**src/rtl/alu_cmd_issuer.sv**
```systemverilog
// alu_cmd_issuer: registers ALU operands, waits ALU_LATENCY cycles, returns the captured result on a valid/ready channel
module alu_cmd_issuer #(
  parameter int WIDTH       = 16,
  parameter int ALU_LATENCY = 1
) (
  input  logic             clk,
  input  logic             rst,
  input  logic             req_valid,
  output logic             req_ready,
  input  logic [2:0]       req_op,
  input  logic [WIDTH-1:0] req_a,
  input  logic [WIDTH-1:0] req_b,
  input  logic             req_use_acc,
  input  logic             acc_clr,
  output logic [WIDTH-1:0] alu_a,
  output logic [WIDTH-1:0] alu_b,
  output logic [2:0]       alu_op,
  input  logic [WIDTH-1:0] alu_result,
  input  logic             alu_overflow,
  output logic             rsp_valid,
  input  logic             rsp_ready,
  output logic [WIDTH-1:0] rsp_result,
  output logic             rsp_overflow,
  output logic             rsp_zero,
  output logic             rsp_illegal,
  output logic [WIDTH-1:0] acc,
  output logic [15:0]      op_count
);
  localparam logic [1:0] S_IDLE = 2'd0, S_WAIT = 2'd1, S_RESP = 2'd2;
  logic [1:0]       state_q, state_d;
  logic [3:0]       cnt_q, cnt_d;
  logic [WIDTH-1:0] alu_a_q, alu_a_d, alu_b_q, alu_b_d, res_q, res_d, acc_q, acc_d;
  logic [2:0]       alu_op_q, alu_op_d;
  logic             ovf_q, ovf_d, zero_q, zero_d, ill_q, ill_d;
  logic [15:0]      op_count_q, op_count_d;
  logic             accept, capture, rsp_hs, op_ill;
  assign accept  = state_q == S_IDLE && req_valid;
  assign capture = state_q == S_WAIT && cnt_q == 4'd1;
  assign rsp_hs  = state_q == S_RESP && rsp_ready;
  assign op_ill  = &alu_op_q[2:1];
  // operand A samples acc before any same-edge clear; clear wins over capture
  always_comb begin
    state_d    = accept ? S_WAIT : capture ? S_RESP : rsp_hs ? S_IDLE : state_q;
    cnt_d      = accept ? 4'(ALU_LATENCY) : state_q == S_WAIT ? cnt_q - 4'd1 : cnt_q;
    alu_a_d    = accept ? (req_use_acc ? acc_q : req_a) : alu_a_q;
    alu_b_d    = accept ? req_b : alu_b_q;
    alu_op_d   = accept ? req_op : alu_op_q;
    res_d      = capture ? alu_result : res_q;
    ovf_d      = capture ? alu_overflow : ovf_q;
    zero_d     = capture ? alu_result == '0 : zero_q;
    ill_d      = capture ? op_ill : ill_q;
    acc_d      = acc_clr ? '0 : (capture && !op_ill) ? alu_result : acc_q;
    op_count_d = rsp_hs ? op_count_q + 16'd1 : op_count_q;
  end
  always_ff @(posedge clk or posedge rst) begin
    if (rst) begin
      state_q    <= S_IDLE;
      cnt_q      <= '0;
      alu_a_q    <= '0;
      alu_b_q    <= '0;
      alu_op_q   <= '0;
      res_q      <= '0;
      ovf_q      <= 1'b0;
      zero_q     <= 1'b0;
      ill_q      <= 1'b0;
      acc_q      <= '0;
      op_count_q <= '0;
    end else begin
      state_q    <= state_d;
      cnt_q      <= cnt_d;
      alu_a_q    <= alu_a_d;
      alu_b_q    <= alu_b_d;
      alu_op_q   <= alu_op_d;
      res_q      <= res_d;
      ovf_q      <= ovf_d;
      zero_q     <= zero_d;
      ill_q      <= ill_d;
      acc_q      <= acc_d;
      op_count_q <= op_count_d;
    end
  end
  assign req_ready    = state_q == S_IDLE;
  assign rsp_valid    = state_q == S_RESP;
  assign alu_a        = alu_a_q;
  assign alu_b        = alu_b_q;
  assign alu_op       = alu_op_q;
  assign rsp_result   = res_q;
  assign rsp_overflow = ovf_q;
  assign rsp_zero     = zero_q;
  assign rsp_illegal  = ill_q;
  assign acc          = acc_q;
  assign op_count     = op_count_q;
endmodule

```
**config.mk**
```make
export PLATFORM = sky130hd
export DESIGN_NAME = alu_cmd_issuer
export DESIGN_NICKNAME = d
export VERILOG_FILES = /design/src/rtl/alu_cmd_issuer.sv
export SDC_FILE = /design/constraint.sdc
export NUM_CORES = 1
export LEC_CHECK = 0
export ABC_CLOCK_PERIOD_IN_PS = 2600
export BUFFER_PORTS_ARGS = -buffer_cell sky130_fd_sc_hd__buf_2
export CORE_MARGIN = 2
export CORE_UTILIZATION = 33
export DETAILED_ROUTE_END_ITERATION = 8
export PLACE_DENSITY_LB_ADDON = 0.2
export SLEW_MARGIN = 15
export SYNTH_ARGS = -nofsm -noshare
export SYNTH_HDL_FRONTEND = slang
export SYNTH_SLANG_ARGS = --single-unit
export TNS_END_PERCENT = 30
```
**constraint.sdc**
```tcl
create_clock -name clk -period 2.6 [get_ports clk]
set_input_delay 0.39 -clock clk [delete_from_list [all_inputs] [get_ports clk]]
set_output_delay 0.39 -clock clk [all_outputs]
set_load 0.1 [all_outputs]
```
==> results.json <==
{
  "status": "finished, final reports clean",
  "kind_of_cell_adding_the_most_delay_to_the_critical_path": "simple AND/OR/NAND/NOR gates",
  "wl_per_cell_um": 15.8,
  "maximum_number_of_buffers_from_clock_root_to_sink": 2,
  "synth_ff_type": "sky130_fd_sc_hd__dfrtp_1",
  "pin_count": 146,
  "crit_buf_inv": 1,
  "yosys.area.top_type_share_pct": 56.9,
  "async_flop_share_pct": 100,
  "synth_sequential_area_ratio_pct": 56.9,
  "yosys_warnings": 0,
  "count_leader_synth": "sky130_fd_sc_hd__dfrtp_1",
  "register_area_um2": 2300,
  "cell_chosen_for_the_clock_root": "sky130_fd_sc_hd__clkbuf_16",
  "max_capacitance_violation_count": 0,
  "endpoint_kind": "flip-flop",
  "final.min_clock_period_ps": 1930,
  "detailedRoute.firstPassIterationCount": 4,
  "antenna_found_initial": 0,
  "starting_density_of_the_core_pct": 33.8,
  "placeableCoreArea_um2": 12000,
  "clock-skew-final_ps": 8.09,
  "syn2layout_area_growth_pct": 27.8,
  "endpoint": "alu_a[7]",
  "synth_cells": 306,
  "max_freq_mhz": 518,
  "first_iter_violations": 114,
  "worst_path_largest_cell_delay_ps": 660,
  "regToRegEndpoint": "alu_a[7]",
  "maximum_number_of_pins_on_one_net_before_global_route_repair": 66,
  "crit_type": "flip-flop to flip-flop",
  "crit-reg2reg-launch": "state_q[1]",
  "ys_top_cells_by_area": "sky130_fd_sc_hd__dfrtp_1 (57%), sky130_fd_sc_hd__mux2i_1 (8.2%), sky130_fd_sc_hd__mux2_4 (5.9%), sky130_fd_sc_hd__mux2_2 (5.8%), sky130_fd_sc_hd__nor2_1 (3.5%)",
  "dieWidth_um": 115,
  "critical-path-slowest-cell": "sky130_fd_sc_hd__and2_2",
  "synth.distinct_cells": 38,
  "cts.hold.buffers_added": 0,
  "die_area_um2": 13200,
  "cts_buffers": 9,
  "r2r_cells": 5,
  "io_buffers": 145,
  "synthesis.area_um2": 4040,
  "worst_ep_arrival_time_ps": 2190,
  "post-route-drc-count": 0,
  "synth_top_cells_by_count": "sky130_fd_sc_hd__dfrtp_1 (92), sky130_fd_sc_hd__nor2_1 (38), sky130_fd_sc_hd__mux2i_1 (33)",
  "crit_path_cell_trace": "nor2_2 -> and2_2 -> buf_4 -> nor2_1 -> a21oi_1",
  "postCtsResizedCells": 0,
  "postSynthRegisterBits": 92,
  "cts_setup_buffers": 0,
  "synth_enable_flop_cells": 0,
  "timing.hold.ws_ps": 120,
  "timing_hold_violations_final": 0,
  "wire_length_of_the_first_global_routing_pass_um": 14700,
  "totalWireLength_um": 9500,
  "crit_path_max_fanout": 27,
  "grt_setup_unrepaired": "no",
  "drive_above_1_share_pct": 46.7,
  "average_cell_area_after_synthesis_um2": 13.2,
  "hp-class": "primary input to asynchronous set/reset pin",
  "grt_remaining_overflow": 0,
  "clk_pin_slew_worst_paths_ps": 70,
  "place_congestion": 0.745,
  "reg2reg_setup_slack_ps": 670,
  "final_core_util_pct": 43.2,
  "area_used_by_multi_input_combinational_logic_um2": 1590,
  "worst_slack_ps": 669,
  "antenna_cells": 0,
  "cts_tree": "done",
  "slew_headroom_pct": 47.7,
  "post_detailed_route_via_to_cell_ratio": 4.64,
  "worst_ep_required_time_ps": 2860,
  "num-nets-final": 511,
  "pre_cts_slack_ps": 632,
  "num_rows": 40,
  "final.setup.tns_ps": 0,
  "worst-path-stages": 5,
  "timing.final.max_slew_violations": 0,
  "clkLatencyLatePin_ps": 340,
  "finalSetupViolCount": 0,
  "die_h_um": 115,
  "clock_sink_count": 92,
  "grt_usage_pct": 14.9,
  "final.fill_count": 1133,
  "num_vias": 2787,
  "crit_start": "state_q[1]",
  "worstSetupStartpointType": "flip-flop",
  "htree_levels": 3,
  "post-synth-top-area-cell": "sky130_fd_sc_hd__dfrtp_1",
  "synth_nets": 367,
  "detailed_place_hpwl_um": 6920,
  "first_global_vias": 2736,
  "max_slew.worst_pin.slew_ps": 784,
  "final_min_period_over_clock_period_pct": 74.3,
  "route.antenna.remaining_nets": 0
}
==> cell families after synthesis <==
kind of cell	after synthesis	synth area share (%)
muxes	70	20.0
DFF	92	56.9
and+or+nand+nor	80	11.8
adders and majority gates	3	0.929
xor gates and xnor gates	15	3.25
AOI/OAI and AO/OA	25	3.47
buffers and inverters	21	3.65
==> stage by stage <==
step	cells	area [µm²]
CTS	601	5170
global placement	586	4860
floorplan	306	4050
global route	601	5170
detailed placement	586	4860
finish	601	5170
==> per-layer routing <==
layer	wire (µm)	part of all wire (%)	global-route usage (%)	vias up
met4	209	2.2	7.32	0
met2	4640	49	23.4	64
met1	4250	45	19.3	1374
met5	0	0	0	-
met3	397	4.2	3.44	15
li1	-	-	-	1334
==> flip-flops by register name (all words and copies together) (netlist names) <==
register	flops
rsp_zero	1
alu_b	16
rsp_overflow	1
acc	16
rsp_result	16
op_count	16
alu_a	16
rsp_illegal	1
alu_op	3
state_q	2
cnt_q	4
==> how the worst min path moves through the flow <==
stage / from / endpoint / slack (ps)
3_3_place_gp: op_count[15] / op_count[15] / 460
3_5_place_dp: op_count[15] / op_count[15] / 460
5_1_grt: rst / alu_b[13] / 160
2_1_floorplan: cnt_q[1] / cnt_q[1] / 470
6_report: rst / alu_b[14] / 120
4_1_cts: rst / alu_b[13] / 130
==> final cells by class <==
| class | count | share of cell area [%] |
|---|---|---|
| flip-flops and latches | 92 | 44.6 |
| clock buffers | 14 | 5.30 |
| multi-input cells | 193 | 30.8 |
| clock inverters | 1 | 0.581 |
| inverters | 7 | 0.581 |
| repair buffers | 147 | 14.6 |
| well taps | 147 | 3.56 |
==> layout by cell type, fill, tap and decap left out, types with 4 or more instances in the layout <==
cell type / n
sky130_fd_sc_hd__mux2_4: 16
sky130_fd_sc_hd__dfrtp_1: 92
sky130_fd_sc_hd__nor4_1: 4
sky130_fd_sc_hd__inv_1: 6
sky130_fd_sc_hd__a21oi_1: 16
sky130_fd_sc_hd__o21ai_0: 4
sky130_fd_sc_hd__buf_2: 145
sky130_fd_sc_hd__clkbuf_16: 9
sky130_fd_sc_hd__nand3_1: 4
sky130_fd_sc_hd__mux2i_1: 33
sky130_fd_sc_hd__xnor2_1: 7
sky130_fd_sc_hd__nand2_1: 11
sky130_fd_sc_hd__mux2_2: 21
sky130_fd_sc_hd__xor2_1: 8
sky130_fd_sc_hd__nor2_1: 38
Power is not shown: default switching activity piles up to over one toggle a cycle in this logic, so the estimate is an artifact.
